## src/rtl/bist_march_ctrl.sv

```systemverilog
// rtl/bist_march_ctrl.sv - March C- memory BIST controller (optional BIST_FAIL_LOG_EN failure logging)
// Write-only M0, then read/compare(+write) pairs for M1..M5; stops on the first mismatch.
module bist_march_ctrl #(
  parameter int DATA_WIDTH = 8,
  parameter int AD_WIDTH   = 4
) (
  input  logic                  clk,
  input  logic                  rst,
  input  logic                  start,
  input  logic [DATA_WIDTH-1:0] mem_rdata,
  output logic [AD_WIDTH-1:0]   mem_addr,
  output logic [DATA_WIDTH-1:0] mem_wdata,
  output logic                  mem_we,
  output logic                  mem_re,
  output logic                  busy,
  output logic                  done,
  output logic                  fail,
  output logic [AD_WIDTH-1:0]   fail_addr,
  output logic [2:0]            fail_elem
);

  typedef enum logic [2:0] {S_IDLE, S_WR, S_RD, S_CMP, S_DONE} state_e;

  localparam logic [2:0] ELEM_LAST = 3'd5;

  state_e                state_q, state_d;
  logic [AD_WIDTH-1:0]   addr_q, addr_d;
  logic [2:0]            elem_q, elem_d;
  logic                  fail_q, fail_d;

  logic                  start_ok;
  logic                  elem_down;
  logic                  next_down;
  logic                  addr_last;
  logic [AD_WIDTH-1:0]   addr_step;
  logic [DATA_WIDTH-1:0] exp_data;
  logic                  mismatch;

  assign start_ok  = start && ((state_q == S_IDLE) || (state_q == S_DONE));
  assign elem_down = (elem_q == 3'd3) || (elem_q == 3'd4);
  assign next_down = (elem_q == 3'd2) || (elem_q == 3'd3);
  // The wrap of the counter is the element-end condition in either direction.
  assign addr_last = elem_down ? (addr_q == '0) : (addr_q == '1);
  assign addr_step = elem_down ? (addr_q - AD_WIDTH'(1)) : (addr_q + AD_WIDTH'(1));
  // Odd elements read zeros, even elements read ones.
  assign exp_data  = elem_q[0] ? '0 : '1;
  assign mismatch  = (mem_rdata != exp_data);

  always_ff @(posedge clk or posedge rst) begin
    if (rst) begin
      state_q <= S_IDLE;
      addr_q  <= '0;
      elem_q  <= '0;
      fail_q  <= 1'b0;
    end else begin
      state_q <= state_d;
      addr_q  <= addr_d;
      elem_q  <= elem_d;
      fail_q  <= fail_d;
    end
  end

  always_comb begin
    state_d = state_q;
    addr_d  = addr_q;
    elem_d  = elem_q;
    fail_d  = fail_q;
    case (state_q)
      S_IDLE, S_DONE: begin
        if (start_ok) begin
          state_d = S_WR;
          addr_d  = '0;
          elem_d  = '0;
          fail_d  = 1'b0;
        end
      end
      S_WR: begin
        addr_d = addr_step;
        if (addr_last) begin
          state_d = S_RD;
          elem_d  = 3'd1;
        end
      end
      S_RD: state_d = S_CMP;
      S_CMP: begin
        if (mismatch) begin
          state_d = S_DONE;
          fail_d  = 1'b1;
        end else if (addr_last) begin
          if (elem_q == ELEM_LAST) begin
            state_d = S_DONE;
          end else begin
            state_d = S_RD;
            elem_d  = elem_q + 3'd1;
            addr_d  = next_down ? '1 : '0;
          end
        end else begin
          state_d = S_RD;
          addr_d  = addr_step;
        end
      end
      default: state_d = S_IDLE;
    endcase
  end

  always_comb begin
    mem_addr  = '0;
    mem_wdata = '0;
    mem_we    = 1'b0;
    mem_re    = 1'b0;
    busy      = 1'b0;
    done      = 1'b0;
    case (state_q)
      S_WR: begin
        busy     = 1'b1;
        mem_addr = addr_q;
        mem_we   = 1'b1;
      end
      S_RD: begin
        busy     = 1'b1;
        mem_addr = addr_q;
        mem_re   = 1'b1;
      end
      S_CMP: begin
        busy     = 1'b1;
        mem_addr = addr_q;
        if ((elem_q != ELEM_LAST) && !mismatch) begin
          mem_we    = 1'b1;
          mem_wdata = elem_q[0] ? '1 : '0;
        end
      end
      S_DONE:  done = 1'b1;
      default: ;
    endcase
  end

  assign fail = fail_q;

`ifdef BIST_FAIL_LOG_EN
  logic [AD_WIDTH-1:0] fail_addr_q;
  logic [2:0]          fail_elem_q;

  always_ff @(posedge clk or posedge rst) begin
    if (rst) begin
      fail_addr_q <= '0;
      fail_elem_q <= '0;
    end else if (start_ok) begin
      fail_addr_q <= '0;
      fail_elem_q <= '0;
    end else if ((state_q == S_CMP) && mismatch) begin
      fail_addr_q <= addr_q;
      fail_elem_q <= elem_q;
    end
  end

  assign fail_addr = fail_addr_q;
  assign fail_elem = fail_elem_q;
`else
  assign fail_addr = '0;
  assign fail_elem = '0;
`endif

endmodule

```

## config.mk

```make
export PLATFORM = sky130hd
export DESIGN_NAME = bist_march_ctrl
export DESIGN_NICKNAME = d
export VERILOG_FILES = /design/src/rtl/bist_march_ctrl.sv
export SDC_FILE = /design/constraint.sdc
export NUM_CORES = 1
export LEC_CHECK = 0
export ABC_AREA = 1
export CAP_MARGIN = 20
export CORE_MARGIN = 4
export CORE_UTILIZATION = 35
export CTS_BUF_LIST = sky130_fd_sc_hd__clkbuf_4
export CTS_CLUSTER_SIZE = 40
export DETAILED_ROUTE_END_ITERATION = 6
export SYNTH_ARGS = -nofsm -noshare
export SYNTH_HDL_FRONTEND = slang
export SYNTH_SLANG_ARGS = --single-unit
```

## constraint.sdc

```tcl
create_clock -name clk -period 4.3 [get_ports clk]
set_input_delay 0.86 -clock clk [delete_from_list [all_inputs] [get_ports clk]]
set_output_delay 0.86 -clock clk [all_outputs]
set_load 0.05 [all_outputs]
```

==> results of run 1 <==
==> flip-flops by register name, summed over array words and instances (netlist names) <==
name     flops
elem_q       3
state_q      3
addr_q       4
fail         1
==> stage by stage <==
step	power (mW)	hold WS (ps)	utilization	worst slack, ps
global placement	0.778	499	0.452	404
floorplan	0.643	470	-	898
global route	0.954	567	0.462	130
CTS	0.870	513	0.462	321
detailed placement	0.783	492	0.452	322
finish	0.862	515	0.462	351
==> final timing paths <==
kind | slack [ps] | cells past startpoint | end
worst max-delay path | 350 | 9 | mem_wdata[2]
worst min-delay path | 520 | 2 | addr_q[0]$_DFFE_PP0P_
worst max register to register | 2190 | 12 | addr_q[3]$_DFFE_PP0P_
worst min register to register | 520 | 2 | addr_q[0]$_DFFE_PP0P_
max in group asynchronous | 3100 | 2 | addr_q[2]$_DFFE_PP0P_
min in group asynchronous | 870 | 2 | state_q[2]$_DFFE_PP0P_
==> placed cells by master, fill, tap and decap left out, drive strengths merged <==
| cell type | n |
|---|---|
| nand2 | 62 |
| nor2 | 28 |
| clkdlybuf4s50 | 27 |
| inv | 22 |
| nand3 | 14 |
| dfrtp | 11 |
| o21ai | 9 |
| conb | 7 |
| ha | 5 |
| clkbuf | 4 |
| nand3b | 3 |
| a21oi | 2 |
| nand4 | 2 |
| clkinv | 1 |
| nor3 | 1 |
| a22o | 1 |
| xnor2 | 1 |
| a31oi | 1 |
| fa | 1 |
==> critical path, delay by kind of cell <==
kind	cells	cell delay, ps
AND/OR/NAND/NOR	7	880
buffers and inverters	2	1340
==> power by group <==
part	internal [mW]	total [mW]	leakage (nW)	switching, mW
Combinational	0.202	0.605	0.557	0.403
Clock	0.0424	0.0818	0.0184	0.0394
Sequential	0.139	0.175	0.145	0.0365
==> per-layer routing <==
metal	track usage	vias up	wire length [um]
li1	-	582	-
met1	0.181	488	1240
met2	0.201	26	1130
met3	0.0238	6	149
met4	0.0609	0	52
met5	0	-	0
==> cells by family after synthesis <==
group	count (synthesis)
buffers and inverters	37
flip-flops	11
adder cells (fa/ha/maj)	6
XOR/XNOR	1
AND/OR/NAND/NOR	110
AO/OA/AOI/OAI	13
other	1
==> layout make-up <==
type | instances | area (sq um)
fillers | 340 | 1700
multi-input cells | 137 | 737
flip-flops and latches | 11 | 275
repair buffers | 27 | 270
inverters | 23 | 87.6
well taps | 44 | 55.1
clock buffers | 4 | 30.0
==> flow_summary.json, run 1 <==
{
  "yosysTopAreaCell": "dfrtp_1",
  "grt_pass1_wl_um": 4440,
  "synth_most_common_cell": "nand2_1",
  "wl_um": 2570,
  "status": "complete, no violations",
  "fmax_mhz": 253,
  "synth_cell_types": 28,
  "synth_cells": 179,
  "synth-xor-area-share": 0.00741,
  "slowest_stage": "clkdlybuf4s50_1",
  "finalNonFillerCells": 246,
  "power_density_nw_per_um2": 592,
  "rsz0062_at_grt": "false",
  "drt-initial-drc-count": 50,
  "fin_crit_ps": 3950,
  "ios": 35,
  "ys_top_cells_by_area": "dfrtp_1 23%, nand2_1 17%, buf_4 8.9%",
  "dp_cells": 242,
  "yosys.area_share.simple": 0.461,
  "cp-startpoint": "mem_rdata[3]",
  "core_sq_um": 3150,
  "synth-edff-count": 0,
  "startpoint_type": "input pin",
  "maxSlewHeadroom": 0.654,
  "setup_tns_ps": 0,
  "via_per_inst": 4.48,
  "num_rows": 20,
  "worstHoldStart": "addr_q[0]$_DFFE_PP0P_",
  "drc": 0,
  "dr_total_vias": 1102,
  "ys_warn_count": 0,
  "synth_fa_ha_area_frac": 0.0698,
  "max_cap_viol_count": 0,
  "slowest_delay_ps": 900,
  "cp_cell_sequence": "clkdlybuf4s50_1 > nor2_1 > nand2_1 > nor2_1 > nand2_1 > nand2_1 > nand3_1 > nor2_1 > clkdlybuf4s50_1",
  "hold_path_class": "reg2reg",
  "cts.sinks": 11,
  "post_drt_wl_per_cell_um": 10.4,
  "post_cts.repair.setup_buffers": 0,
  "cts-htree-levels": 1,
  "drt_pass1_iterations": 4,
  "synth.avg_cell_area_sq_um": 6.61,
  "synthToLayoutAreaGrowth_pct": 23.1,
  "place_area_sq_um": 1430,
  "hold_buffers": 0,
  "period_share": 0.918,
  "insertion_delay_ps": 290,
  "synth_top_family_by_area": "simple AND/OR/NAND/NOR gates",
  "hold_viol_final": 0,
  "cp-end-kind": "primary output",
  "die_h_um": 66.1,
  "synthFlopType": "dfrtp_1",
  "final_nets": 220,
  "cp.required_ps": 3440,
  "vdd_drop_max_mv": 0.489,
  "crit_fanout": 8,
  "seq_area_frac_synth": 0.233,
  "synth_top_cell_area_share": 0.233,
  "grt_pass1_vias": 1009,
  "gp_congestion": 0.786,
  "rr_startpoint": "elem_q[0]$_DFFE_PP0P_",
  "clk_pin_slew_ps": 70,
  "die_width_um": 66.1,
  "setup_violations": 0,
  "drive_gt1_frac": 0.129,
  "cts_resized": 0,
  "hpwl_um": 2120,
  "slew_viol_final": 0,
  "synth_seq_cells": 11,
  "ant_nets": 0,
  "antenna_found_initial": 0,
  "io_buffer_count": 27,
  "tritoncts": "done",
  "track_usage": 0.133,
  "cts_buffer_depth": 2,
  "n_antenna_cell": 0,
  "worstMarginPinSlew_ps": 517,
  "power_leakage_nw": 0.720,
  "die-area_sq_um": 4370,
  "start_util": 0.375,
  "clockRootBuffer": "clkbuf_4",
  "design_area_sq_um": 1460,
  "grt_start_max_net_pins": 12,
  "synth_commonest_cells": "52 x nand2_1, 26 x nor2_1, 18 x inv_1, 14 x buf_4",
  "path_class": "in2out",
  "numCtsBuffers": 3,
  "synth_compound_area_frac": 0.0624,
  "synthMuxAreaShare": 0,
  "worstPathArrival_ps": 3090,
  "skew_ps": 9.78,
  "synth-async-reset-ratio": 1.00,
  "netlist_area_sq_um": 1180,
  "overflow": 0
}
No activity file was read; power rests on OpenSTA's default activity.
==> inputs of run 2 (changes only) <==
SKIP_LAST_GASP = 1   (was unset)
==> results of run 2 <==
The final DEF is identical to that of run 1; final timing and power are the same.
==> inputs of run 3 (changes only) <==
HOLD_SLACK_MARGIN = 0.03   (was unset)
MAX_ROUTING_LAYER = met4   (was unset)
==> run 3 against run 2 <==
Final area stayed put. Count of clock-buffer cells in the layout stayed put. Register-to-register slack hardly changed. Routed wire length hardly changed. Largest power group unchanged. Clock skew is 0.65 ps higher. Worst setup slack worse by 0.98 ps. Global-route usage is 0.31 points higher. Critical path depth stayed put. Die area stayed put. Non-clock buffer count stayed put. Critical path type unchanged. Sequential cell count stayed put. First-iteration DRC count is 4.0% higher.
==> flow_summary.json, run 3 (synthesis results as in run 1) <==
{
  "crit_path_end": "mem_wdata[2]",
  "maxSlewHeadroom": 0.654,
  "via_per_inst": 4.48,
  "max_cap_viol_count": 0,
  "design_area_sq_um": 1460,
  "rr_startpoint": "elem_q[0]$_DFFE_PP0P_",
  "start_util": 0.375,
  "skew_ps": 10.4,
  "final_cell_mix": "52 x nand2_1, 27 x clkdlybuf4s50_1, 26 x nor2_1",
  "tritoncts": "done",
  "hold_buffers": 0,
  "drt_pass1_iterations": 4,
  "core_sq_um": 3150,
  "ios": 35,
  "power_density_nw_per_um2": 592,
  "cts_buffer_depth": 2,
  "post_cts.repair.setup_buffers": 0,
  "rr_worst_depth": 12,
  "vdd_drop_max_mv": 0.490,
  "fmax_mhz": 253,
  "cp-end-kind": "primary output",
  "hold_path_class": "reg2reg",
  "num_rows": 20,
  "nFillCells": 340,
  "slowest_delay_ps": 900,
  "p_int_uw": 382,
  "grt_start_max_net_pins": 12,
  "gp_congestion": 0.796,
  "insertion_delay_ps": 280,
  "drt-initial-drc-count": 52,
  "post_drt_wl_per_cell_um": 10.4,
  "slowest_stage": "clkdlybuf4s50_1",
  "drc": 0,
  "startpoint_type": "input pin",
  "path_depth": 9,
  "p_total_uw": 861,
  "die_h_um": 66.1,
  "synthToLayoutAreaGrowth_pct": 23.1,
  "reg_top3": "addr_q (4), elem_q (3), state_q (3)",
  "cp.required_ps": 3440,
  "combPwrFrac": 0.704,
  "power_frac_clock": 0.093,
  "cp-startpoint": "mem_rdata[3]",
  "cpLargestDelayFamily": "buffers and inverters",
  "slew_viol_final": 0,
  "power_switching_uw": 479,
  "worstMarginPinSlew_ps": 517,
  "seqPwrFrac": 0.203,
  "die-area_sq_um": 4370,
  "fin_crit_ps": 3950,
  "track_usage": 0.136,
  "dr_total_vias": 1102,
  "holdWs_ps": 514,
  "setup_tns_ps": 0,
  "wl_um": 2570,
  "grt_pass1_wl_um": 4440,
  "status": "complete, no violations",
  "r2r_end": "addr_q[3]$_DFFE_PP0P_",
  "place_area_sq_um": 1430,
  "hpwl_um": 2120,
  "antenna_found_initial": 0,
  "final_nets": 220,
  "clockRootBuffer": "clkbuf_4",
  "reg2reg_slack_ps": 2190,
  "rsz0062_at_grt": "false",
  "n_antenna_cell": 0,
  "cp_cell_sequence": "clkdlybuf4s50_1 > nor2_1 > nand2_1 > nor2_1 > nand2_1 > nand2_1 > nand3_1 > nor2_1 > clkdlybuf4s50_1",
  "switching_share": 0.556,
  "ant_nets": 0,
  "period_share": 0.919,
  "path_buf_inv": 2,
  "io_buffer_count": 27,
  "hold_viol_final": 0,
  "worstPathArrival_ps": 3090,
  "cts-htree-levels": 1,
  "power_leakage_nw": 0.720,
  "die_width_um": 66.1,
  "grt_pass1_vias": 1013,
  "cts_resized": 0,
  "top_register": "addr_q",
  "overflow": 0,
  "path_class": "in2out",
  "largest_reg_flops": 4,
  "cts.sinks": 11,
  "clk_pin_slew_ps": 60,
  "drive_gt1_frac": 0.129,
  "crit_fanout": 8,
  "numCtsBuffers": 3,
  "final_common_cell": "nand2_1",
  "setup_violations": 0
}
-- run 3: layout make-up --
type,count,area (sq um),area share
clock buffers,4,30.0,0.0206
inverters,23,87.6,0.0602
multi-input cells,137,737,0.506
flip-flops and latches,11,275,0.189
well taps,44,55.1,0.0378
repair buffers,27,270,0.186
-- run 3: worst min path at each step --
stage | start | to | slack (ps) | cells past startpoint
final | addr_q[0]$_DFFE_PP0P_ | addr_q[0]$_DFFE_PP0P_ | 510 | 2
after global routing | elem_q[1]$_DFFE_PP0P_ | elem_q[1]$_DFFE_PP0P_ | 570 | 2
after CTS | addr_q[0]$_DFFE_PP0P_ | addr_q[0]$_DFFE_PP0P_ | 510 | 2
after detailed placement | addr_q[0]$_DFFE_PP0P_ | addr_q[0]$_DFFE_PP0P_ | 490 | 2
after global placement | addr_q[0]$_DFFE_PP0P_ | addr_q[0]$_DFFE_PP0P_ | 500 | 2
after floorplan | addr_q[0]$_DFFE_PP0P_ | addr_q[0]$_DFFE_PP0P_ | 470 | 2
-- run 3: worst register-to-register path, cell delays in order (launching register included) --
cell	delay (ps)
dfrtp_1	450
ha_1	200
inv_1	70
o21ai_1	280
ha_1	340
nand2_1	70
nand2_1	50
nor2_1	140
nand3_1	110
nand2_1	80
nand3_1	60
nand3_1	90
nand2_1	50
-- run 3: through the flow --
stage / instances / setup WS (ps) / utilization
2_1_floorplan: 185 / 898 / -
3_3_place_gp: 242 / 404 / 0.452
3_5_place_dp: 242 / 322 / 0.452
4_1_cts: 246 / 321 / 0.462
5_1_grt: 246 / 130 / 0.462
6_report: 246 / 350 / 0.462
-- run 3: routing by layer --
metal,vias up,track usage,wire length [um],share of wire
li1,584,-,-,-
met1,486,0.181,1300,0.50
met5,-,-,0,0
met4,0,0.0609,38,0.015
met2,28,0.202,1140,0.44
met3,4,0.0204,97,0.038
-- run 3: power by group through the flow --
stage | clock [mW] | sequential [mW] | combinational (mW)
floorplan | 0 | 0.180 | 0.463
global route | 0.0915 | 0.180 | 0.681
global placement | 0 | 0.176 | 0.602
CTS | 0.0847 | 0.174 | 0.611
finish | 0.0798 | 0.175 | 0.606
detailed placement | 0 | 0.176 | 0.607
